**src/rtl/led_mode_sequencer.sv**
```systemverilog
// LED bank controller: debounced pushbutton steps through four display patterns
// (bounce, binary count, blink, fill) advanced by a shared step prescaler.
module led_mode_sequencer #(
  parameter int CLK_HZ      = 27000000,
  parameter int NUM_LEDS    = 6,
  parameter int STEP_HZ     = 10,
  parameter int DEBOUNCE_MS = 20
) (
  input  logic                CLK,
  input  logic                nRST,
  input  logic                BTN,
  output logic [NUM_LEDS-1:0] LEDS,
  output logic [1:0]          MODE
);

  localparam int STEP_CYC = CLK_HZ / STEP_HZ;
  localparam int DB_CYC   = (CLK_HZ / 1000) * DEBOUNCE_MS;
  localparam int DB_W     = (DB_CYC > 1) ? $clog2(DB_CYC) : 1;
  localparam int STEP_W   = $clog2(STEP_CYC);

  localparam logic [DB_W-1:0]     DB_LAST   = DB_W'(DB_CYC - 1);
  localparam logic [STEP_W-1:0]   STEP_LAST = STEP_W'(STEP_CYC - 1);
  localparam logic [NUM_LEDS-1:0] PAT_ZERO  = {NUM_LEDS{1'b0}};
  localparam logic [NUM_LEDS-1:0] PAT_ALL   = {NUM_LEDS{1'b1}};
  localparam logic [NUM_LEDS-1:0] PAT_ONE   = NUM_LEDS'(1);
  localparam logic                DIR_LEFT  = 1'b0;
  localparam logic                DIR_RIGHT = 1'b1;

  typedef enum logic [1:0] {
    M_BOUNCE = 2'd0,
    M_COUNT  = 2'd1,
    M_BLINK  = 2'd2,
    M_FILL   = 2'd3
  } mode_e;

  logic                sync1_q, sync2_q;
  logic                stable_q, stable_d;
  logic [DB_W-1:0]     db_cnt_q, db_cnt_d;
  logic                press_q, press_d;
  logic [STEP_W-1:0]   pre_q, pre_d;
  logic                step_q, step_d;
  mode_e               mode_q, mode_d;
  logic [NUM_LEDS-1:0] pat_q, pat_d;
  logic                dir_q, dir_d;
  logic [NUM_LEDS-1:0] leds_q;

  // Debounce: the synchronized level must differ from the stable level for DB_CYC cycles.
  always_comb begin
    stable_d = stable_q;
    db_cnt_d = {DB_W{1'b0}};
    press_d  = 1'b0;
    if (sync2_q != stable_q) begin
      if (db_cnt_q == DB_LAST) begin
        stable_d = sync2_q;
        press_d  = ~sync2_q;
      end else begin
        db_cnt_d = db_cnt_q + DB_W'(1);
      end
    end else begin
      db_cnt_d = {DB_W{1'b0}};
    end
  end

  // Step prescaler; a mode change restarts it and drops any pending step.
  always_comb begin
    pre_d  = pre_q;
    step_d = 1'b0;
    if (press_q) begin
      pre_d = {STEP_W{1'b0}};
    end else if (pre_q == STEP_LAST) begin
      pre_d  = {STEP_W{1'b0}};
      step_d = 1'b1;
    end else begin
      pre_d = pre_q + STEP_W'(1);
    end
  end

  // Mode FSM and pattern generators; a press takes priority over a step.
  always_comb begin
    mode_d = mode_q;
    pat_d  = pat_q;
    dir_d  = dir_q;
    if (press_q) begin
      case (mode_q)
        M_BOUNCE: begin mode_d = M_COUNT;  pat_d = PAT_ZERO; end
        M_COUNT:  begin mode_d = M_BLINK;  pat_d = PAT_ALL;  end
        M_BLINK:  begin mode_d = M_FILL;   pat_d = PAT_ZERO; end
        M_FILL:   begin mode_d = M_BOUNCE; pat_d = PAT_ONE; dir_d = DIR_LEFT; end
        default:  begin mode_d = M_BOUNCE; pat_d = PAT_ONE; dir_d = DIR_LEFT; end
      endcase
    end else if (step_q) begin
      case (mode_q)
        M_BOUNCE: begin
          if (dir_q == DIR_LEFT) begin
            if (pat_q[NUM_LEDS-1]) begin
              dir_d = DIR_RIGHT;
              pat_d = {1'b0, pat_q[NUM_LEDS-1:1]};
            end else begin
              pat_d = {pat_q[NUM_LEDS-2:0], 1'b0};
            end
          end else begin
            if (pat_q[0]) begin
              dir_d = DIR_LEFT;
              pat_d = {pat_q[NUM_LEDS-2:0], 1'b0};
            end else begin
              pat_d = {1'b0, pat_q[NUM_LEDS-1:1]};
            end
          end
        end
        M_COUNT:  pat_d = pat_q + NUM_LEDS'(1);
        M_BLINK:  pat_d = ~pat_q;
        M_FILL:   pat_d = (pat_q == PAT_ALL) ? PAT_ZERO : {pat_q[NUM_LEDS-2:0], 1'b1};
        default:  pat_d = pat_q;
      endcase
    end else begin
      pat_d = pat_q;
    end
  end

  // State registers; LEDS is registered directly from the next pattern.
  always_ff @(posedge CLK or negedge nRST) begin
    if (!nRST) begin
      sync1_q  <= 1'b1;
      sync2_q  <= 1'b1;
      stable_q <= 1'b1;
      db_cnt_q <= {DB_W{1'b0}};
      press_q  <= 1'b0;
      pre_q    <= {STEP_W{1'b0}};
      step_q   <= 1'b0;
      mode_q   <= M_BOUNCE;
      pat_q    <= PAT_ONE;
      dir_q    <= DIR_LEFT;
      leds_q   <= ~PAT_ONE;
    end else begin
      sync1_q  <= BTN;
      sync2_q  <= sync1_q;
      stable_q <= stable_d;
      db_cnt_q <= db_cnt_d;
      press_q  <= press_d;
      pre_q    <= pre_d;
      step_q   <= step_d;
      mode_q   <= mode_d;
      pat_q    <= pat_d;
      dir_q    <= dir_d;
      leds_q   <= ~pat_d;
    end
  end

  assign LEDS = leds_q;
  assign MODE = mode_q;

endmodule

```
**config.mk**
```make
export PLATFORM = sky130hd
export DESIGN_NAME = led_mode_sequencer
export DESIGN_NICKNAME = d
export VERILOG_FILES = /design/src/rtl/led_mode_sequencer.sv
export SDC_FILE = /design/constraint.sdc
export NUM_CORES = 1
export LEC_CHECK = 0
export BUFFER_PORTS_ARGS = -buffer_cell sky130_fd_sc_hd__buf_4
export CORE_MARGIN = 1
export CORE_UTILIZATION = 35
export CTS_BUF_LIST = sky130_fd_sc_hd__clkbuf_4
export DETAILED_ROUTE_END_ITERATION = 10
export SLEW_MARGIN = 5
export SYNTH_ARGS = -nofsm -noshare
export SYNTH_HDL_FRONTEND = slang
export SYNTH_SLANG_ARGS = --single-unit
export TNS_END_PERCENT = 5
```
**constraint.sdc**
```tcl
create_clock -name CLK -period 2.5 [get_ports CLK]
set_clock_uncertainty 0.2 [all_clocks]
set_input_delay 0.125 -clock CLK [delete_from_list [all_inputs] [get_ports CLK]]
set_output_delay 0.125 -clock CLK [all_outputs]
set_load 0.05 [all_outputs]
```
==> flow_summary.ini, run 1 <==
[status]
status = finished, final reports clean

[yosys]
ys_async_sr_fraction_pct = 100
synth-seq-cells = 62
yosysWarnings = 0
synth_ff_type = dfrtp_1
synth-seq-area-share_pct = 45.8
avgSynthCellArea_um2 = 9.73
synth_cell_types = 63
syn_inst = 351
syn_nets = 362
syn_area_um2 = 3410
synth_edf_count = 0

[critical_path]
critPathRequiredTime_ns = 2.63
endpoint_kind = flop
critPathLaunchType = flop
cp.arrival_ns = 2.43
critPathKind = reg2reg
crit_fanout = 7

[die]
io_pins = 11
die_h_um = 101
die_w_um = 101
core-area_um2 = 9330
die_area_um2 = 10200
start_util_pct = 36.6
num_rows = 35

[grt]
grt_pass1_vias = 2577
antenna_found_initial = 0
grt_pass1_wl_um = 12100
grt_usage_pct = 15.3
grt_max_degree = 63
grt_overflow = 0

[timing]
hold_violations = 0
tightest_slew_ns = 0.779
tns_ns = 0
max_freq_ghz = 0.436
final_max_slew_viol_count = 0
finalCriticalPeriod_ns = 2.29
setup_viol = 0
rsz0062_at_grt = no
slew_headroom_pct = 48.1
fin_crit_sh_pct = 91.7

[clock_tree]
insertion_delay_ns = 0.42
clkTransAtPathRegs_ns = 0.13
cts_made_buffers = 9
clock_path_buffers = 2
htree_levels = 3
post-cts-setup-buffers = 0
clkSinkCount = 62
cts_tree = done
cts-resized-gates = 0
cts_hold_buffers = 2
root_buffer = clkbuf_4

[drt]
ant_nets = 0
routedWlPerCell_um = 13.7
first_pass_iters = 4
vias = 2658
first_iter_violations = 81
drc_errors = 0
vias_per_cell = 5.33
wl_um = 6840

[finish]
area_growth_pct = 11.2
layout-drive-gt1-share_pct = 15.4
nNetsFinal = 376
layout.cells.most_common = dfrtp_1
final_cell_mix = dfrtp_1, nor2_1, nand2_1, a21oi_1
num_antenna_cells = 0
stdcell_count = 499

[power]
ir_drop_uv = 235
p_per_area_nw_per_um2 = 492
power_leakage_nw = 1.52

[flow_run]
cap_violations = 0

[placement]
place.gp.congestion = 0.822
portBuffers = 10
place_inst = 481
place_hpwl_um = 4490

[hold_path]
hp-class = in2async
[worst paths after layout]
kind                          endpoint  slack, ns  cells after the start      from
setup / recovery             pre_q[18]       0.21                      5  pre_q[0]
hold / removal             db_cnt_q[8]        0.1                      2      nRST
setup reg to reg             pre_q[18]       0.21                      5  pre_q[0]
hold reg to reg                sync2_q       0.17                      0   sync1_q
max in group asynchronous        dir_q       1.45                      2      nRST
min in group CLK               sync1_q       0.16                      2       BTN
[through the flow]
step | util, % | power, mW | setup slack (ns) | instance area [µm²] | hold slack, ns
4_1_cts | 40.7 | 1.90 | 0.218 | 3800 | 0.134
3_3_place_gp | 38.8 | 1.07 | 0.308 | 3620 | 0.0359
2_1_floorplan | - | 1.05 | 0.183 | 3410 | -0.371
6_report | 40.7 | 1.87 | 0.209 | 3800 | 0.0961
3_5_place_dp | 38.8 | 1.07 | 0.254 | 3620 | 0.0416
5_1_grt | 40.7 | 1.96 | 0.0384 | 3800 | 0.124
[power by group]
part	internal [mW]	total [mW]	switching [mW]
combinational	0.0106	0.0391	0.0285
sequential	1.01	1.02	0.00590
clock	0.415	0.816	0.401
[cell families after synthesis]
| family | Yosys count | synth area share (%) |
|---|---|---|
| simple gates | 146 | 24.1 |
| fa+ha+maj | 8 | 2.93 |
| mux | 2 | 0.623 |
| xor+xnor | 23 | 5.90 |
| buf+inv | 29 | 4.07 |
| flops | 62 | 45.8 |
| compound gates | 81 | 16.6 |
[cell usage after synthesis, drive strengths merged, types with 9 or more instances]
master  count  area share [%]
dfrtp      53              39
o31ai       9             2.0
inv        12             1.3
a21oi      21             3.2
nand3      20             3.2
clkbuf     11             1.2
nand4      12             2.4
nand2      20             2.2
nor2       32             3.5
o21ai      18             2.6
xnor2      12             3.1
or4        12             2.9
dfstp       9             6.9
or3        11             2.0
xor2       11             2.8
[registers in the layout (all words and copies together) (netlist names), named ones only]
| name | cells |
|---|---|
| MODE | 2 |
| sync1_q | 1 |
| stable_q | 1 |
| step_q | 1 |
| pat_q | 1 |
| pre_q | 22 |
| db_cnt_q | 20 |
| LEDS | 6 |
| sync2_q | 1 |
| press_q | 1 |
| dir_q | 1 |
[final cells by class]
cell class | count | area [µm²]
clock buffers | 10 | 75.1
well taps | 129 | 161
inverters | 12 | 45.0
flip-flops and latches | 62 | 1560
fillers | 921 | 5530
multi-input cells | 260 | 1710
clock inverters | 6 | 86.3
repair buffers | 20 | 155
[routing by layer]
layer | vias up | track usage (%) | share of wire [%]
li1 | 1328 | - | -
met1 | 1294 | 20.6 | 50
met2 | 29 | 23.1 | 46
met3 | 7 | 4.02 | 2.8
met4 | 0 | 6.35 | 1.5
met5 | - | 0 | 0
[critical path, cell delays in order (launching register included)]
cell     delay (ns)
dfrtp_1        0.40
ha_1           0.26
nand4_2        0.18
or3_1          0.53
or4_1          0.50
a21oi_1        0.15
(Power assumes the default switching activity.)
==> run 2, diff against run 1 <==
Settings changed: ABC_CLOCK_PERIOD_IN_PS set to 2500, RECOVER_POWER set to 50.
==> flow_summary.ini, run 2 (same netlist as run 1, synthesis figures left out) <==
[status]
status = complete, but fails checks
violations = max-capacitance violations, max-slew violations

[timing]
tns_ns = 0
slew_headroom_pct = -0.824
timing.hold.ws_ns = 0.172
max_freq_ghz = 0.436
setup_viol = 0
rsz0062_at_grt = no
hold_violations = 0
final_max_slew_viol_count = 63
fin_crit_sh_pct = 91.7
tightest_slew_ns = 1.51
timing.final.ws_setup_ns = 0.208
finalCriticalPeriod_ns = 2.29

[critical_path]
critPathMaxStageDelay_ns = 0.53
cp_num_cells = 5
rr_endpoint = pre_q[18]
cpMaxStageDelayCell = or3_1
crit_chain = ha_1 > nand4_2 > or3_1 > or4_1 > a21oi_1
critPathKind = reg2reg
reg2reg_depth = 5
crit_buf_inv = 0
path_delay_family = simple AND/OR/NAND/NOR gates
r2r_slack_ns = 0.21
critPathRequiredTime_ns = 2.63
rr_startpoint = pre_q[0]
endpoint_kind = flop
crit_fanout = 7
cp.arrival_ns = 2.43
critPathLaunchType = flop

[flow_run]
cap_violations = 1

[drt]
ant_nets = 0
vias_per_cell = 5.33
wl_um = 6840
drc_errors = 0
routedWlPerCell_um = 13.7
first_iter_violations = 82
first_pass_iters = 4
vias = 2661

[clock_tree]
cts-resized-gates = 0
clkSinkCount = 62
cts_hold_buffers = 2
clock_path_buffers = 2
insertion_delay_ns = 0.42
post-cts-setup-buffers = 0
cts_made_buffers = 9
root_buffer = clkbuf_4
clkTransAtPathRegs_ns = 0.11
htree_levels = 3
cts_tree = done

[grt]
grt_pass1_wl_um = 12100
grt_pass1_vias = 2577
grt_max_degree = 63
grt_overflow = 0
antenna_found_initial = 0
grt_usage_pct = 15.3

[die]
die_area_um2 = 10200
core-area_um2 = 9330
die_h_um = 101
num_rows = 35
die_w_um = 101
io_pins = 11
start_util_pct = 36.6

[finish]
regMostFlops = pre_q
area_growth_pct = 11.1
final_cell_mix = dfrtp_1, nor2_1, nand2_1, a21oi_1
stdcell_area_um2 = 3790
layout.cells.most_common = dfrtp_1
layout-drive-gt1-share_pct = 15.1
nNetsFinal = 376
largest_reg_flops = 22
multiInputGateArea_um2 = 1710
fillCellCount = 921
num_antenna_cells = 0
seqCellArea_um2 = 1560

[power]
power_leakage_nw = 1.52
power_mw = 1.87
p_per_area_nw_per_um2 = 493
ir_drop_uv = 235

[placement]
post-place-ws_ns = 0.254
place_hpwl_um = 4490
portBuffers = 10
placed_area_um2 = 3620
place.gp.congestion = 0.822

[hold_path]
hp-class = in2reg
min_from = BTN
hold_depth = 2
holdPathEnd = sync1_q
==> run 2: how the worst max path moves through the flow <==
stage | start | slack, ns | to
5_1_grt | pre_q[0] | 0.04 | pre_q[20]
3_3_place_gp | pat_q[0] | 0.31 | flop
4_1_cts | pre_q[0] | 0.22 | pre_q[18]
2_1_floorplan | MODE[0] | 0.18 | flop
6_report | pre_q[0] | 0.21 | pre_q[18]
3_5_place_dp | pre_q[0] | 0.25 | pre_q[18]
==> run 2: stage by stage <==
stage,std cells,util (%)
final,499,40.7
after global routing,499,40.7
after CTS,499,40.7
after detailed placement,481,38.8
after global placement,481,38.8
after floorplan,351,-
==> run 2: final cells by class <==
| cell class | instances | area share [%] |
|---|---|---|
| sequential | 62 | 41.2 |
| tap | 129 | 4.26 |
| multi-input combinational | 260 | 45.2 |
| timing repair buffer | 20 | 3.93 |
| inverter | 12 | 1.19 |
| clock buffer | 10 | 1.98 |
| clock inverter | 6 | 2.28 |
==> run 2: per-layer routing <==
| layer | global-route usage [%] | share of wire, % | vias to the layer above |
|---|---|---|---|
| li1 | - | - | 1328 |
| met1 | 20.6 | 50 | 1295 |
| met2 | 23.1 | 46 | 31 |
| met3 | 4.02 | 2.9 | 7 |
| met4 | 6.35 | 1.5 | 0 |
| met5 | 0 | 0 | - |
==> run 2: power by group <==
group | switching (mW) | leakage, nW | internal [mW] | total, mW
Sequential | 0.00590 | 0.813 | 1.01 | 1.02
Clock | 0.400 | 0.0864 | 0.415 | 0.815
Combinational | 0.0284 | 0.618 | 0.00998 | 0.0384
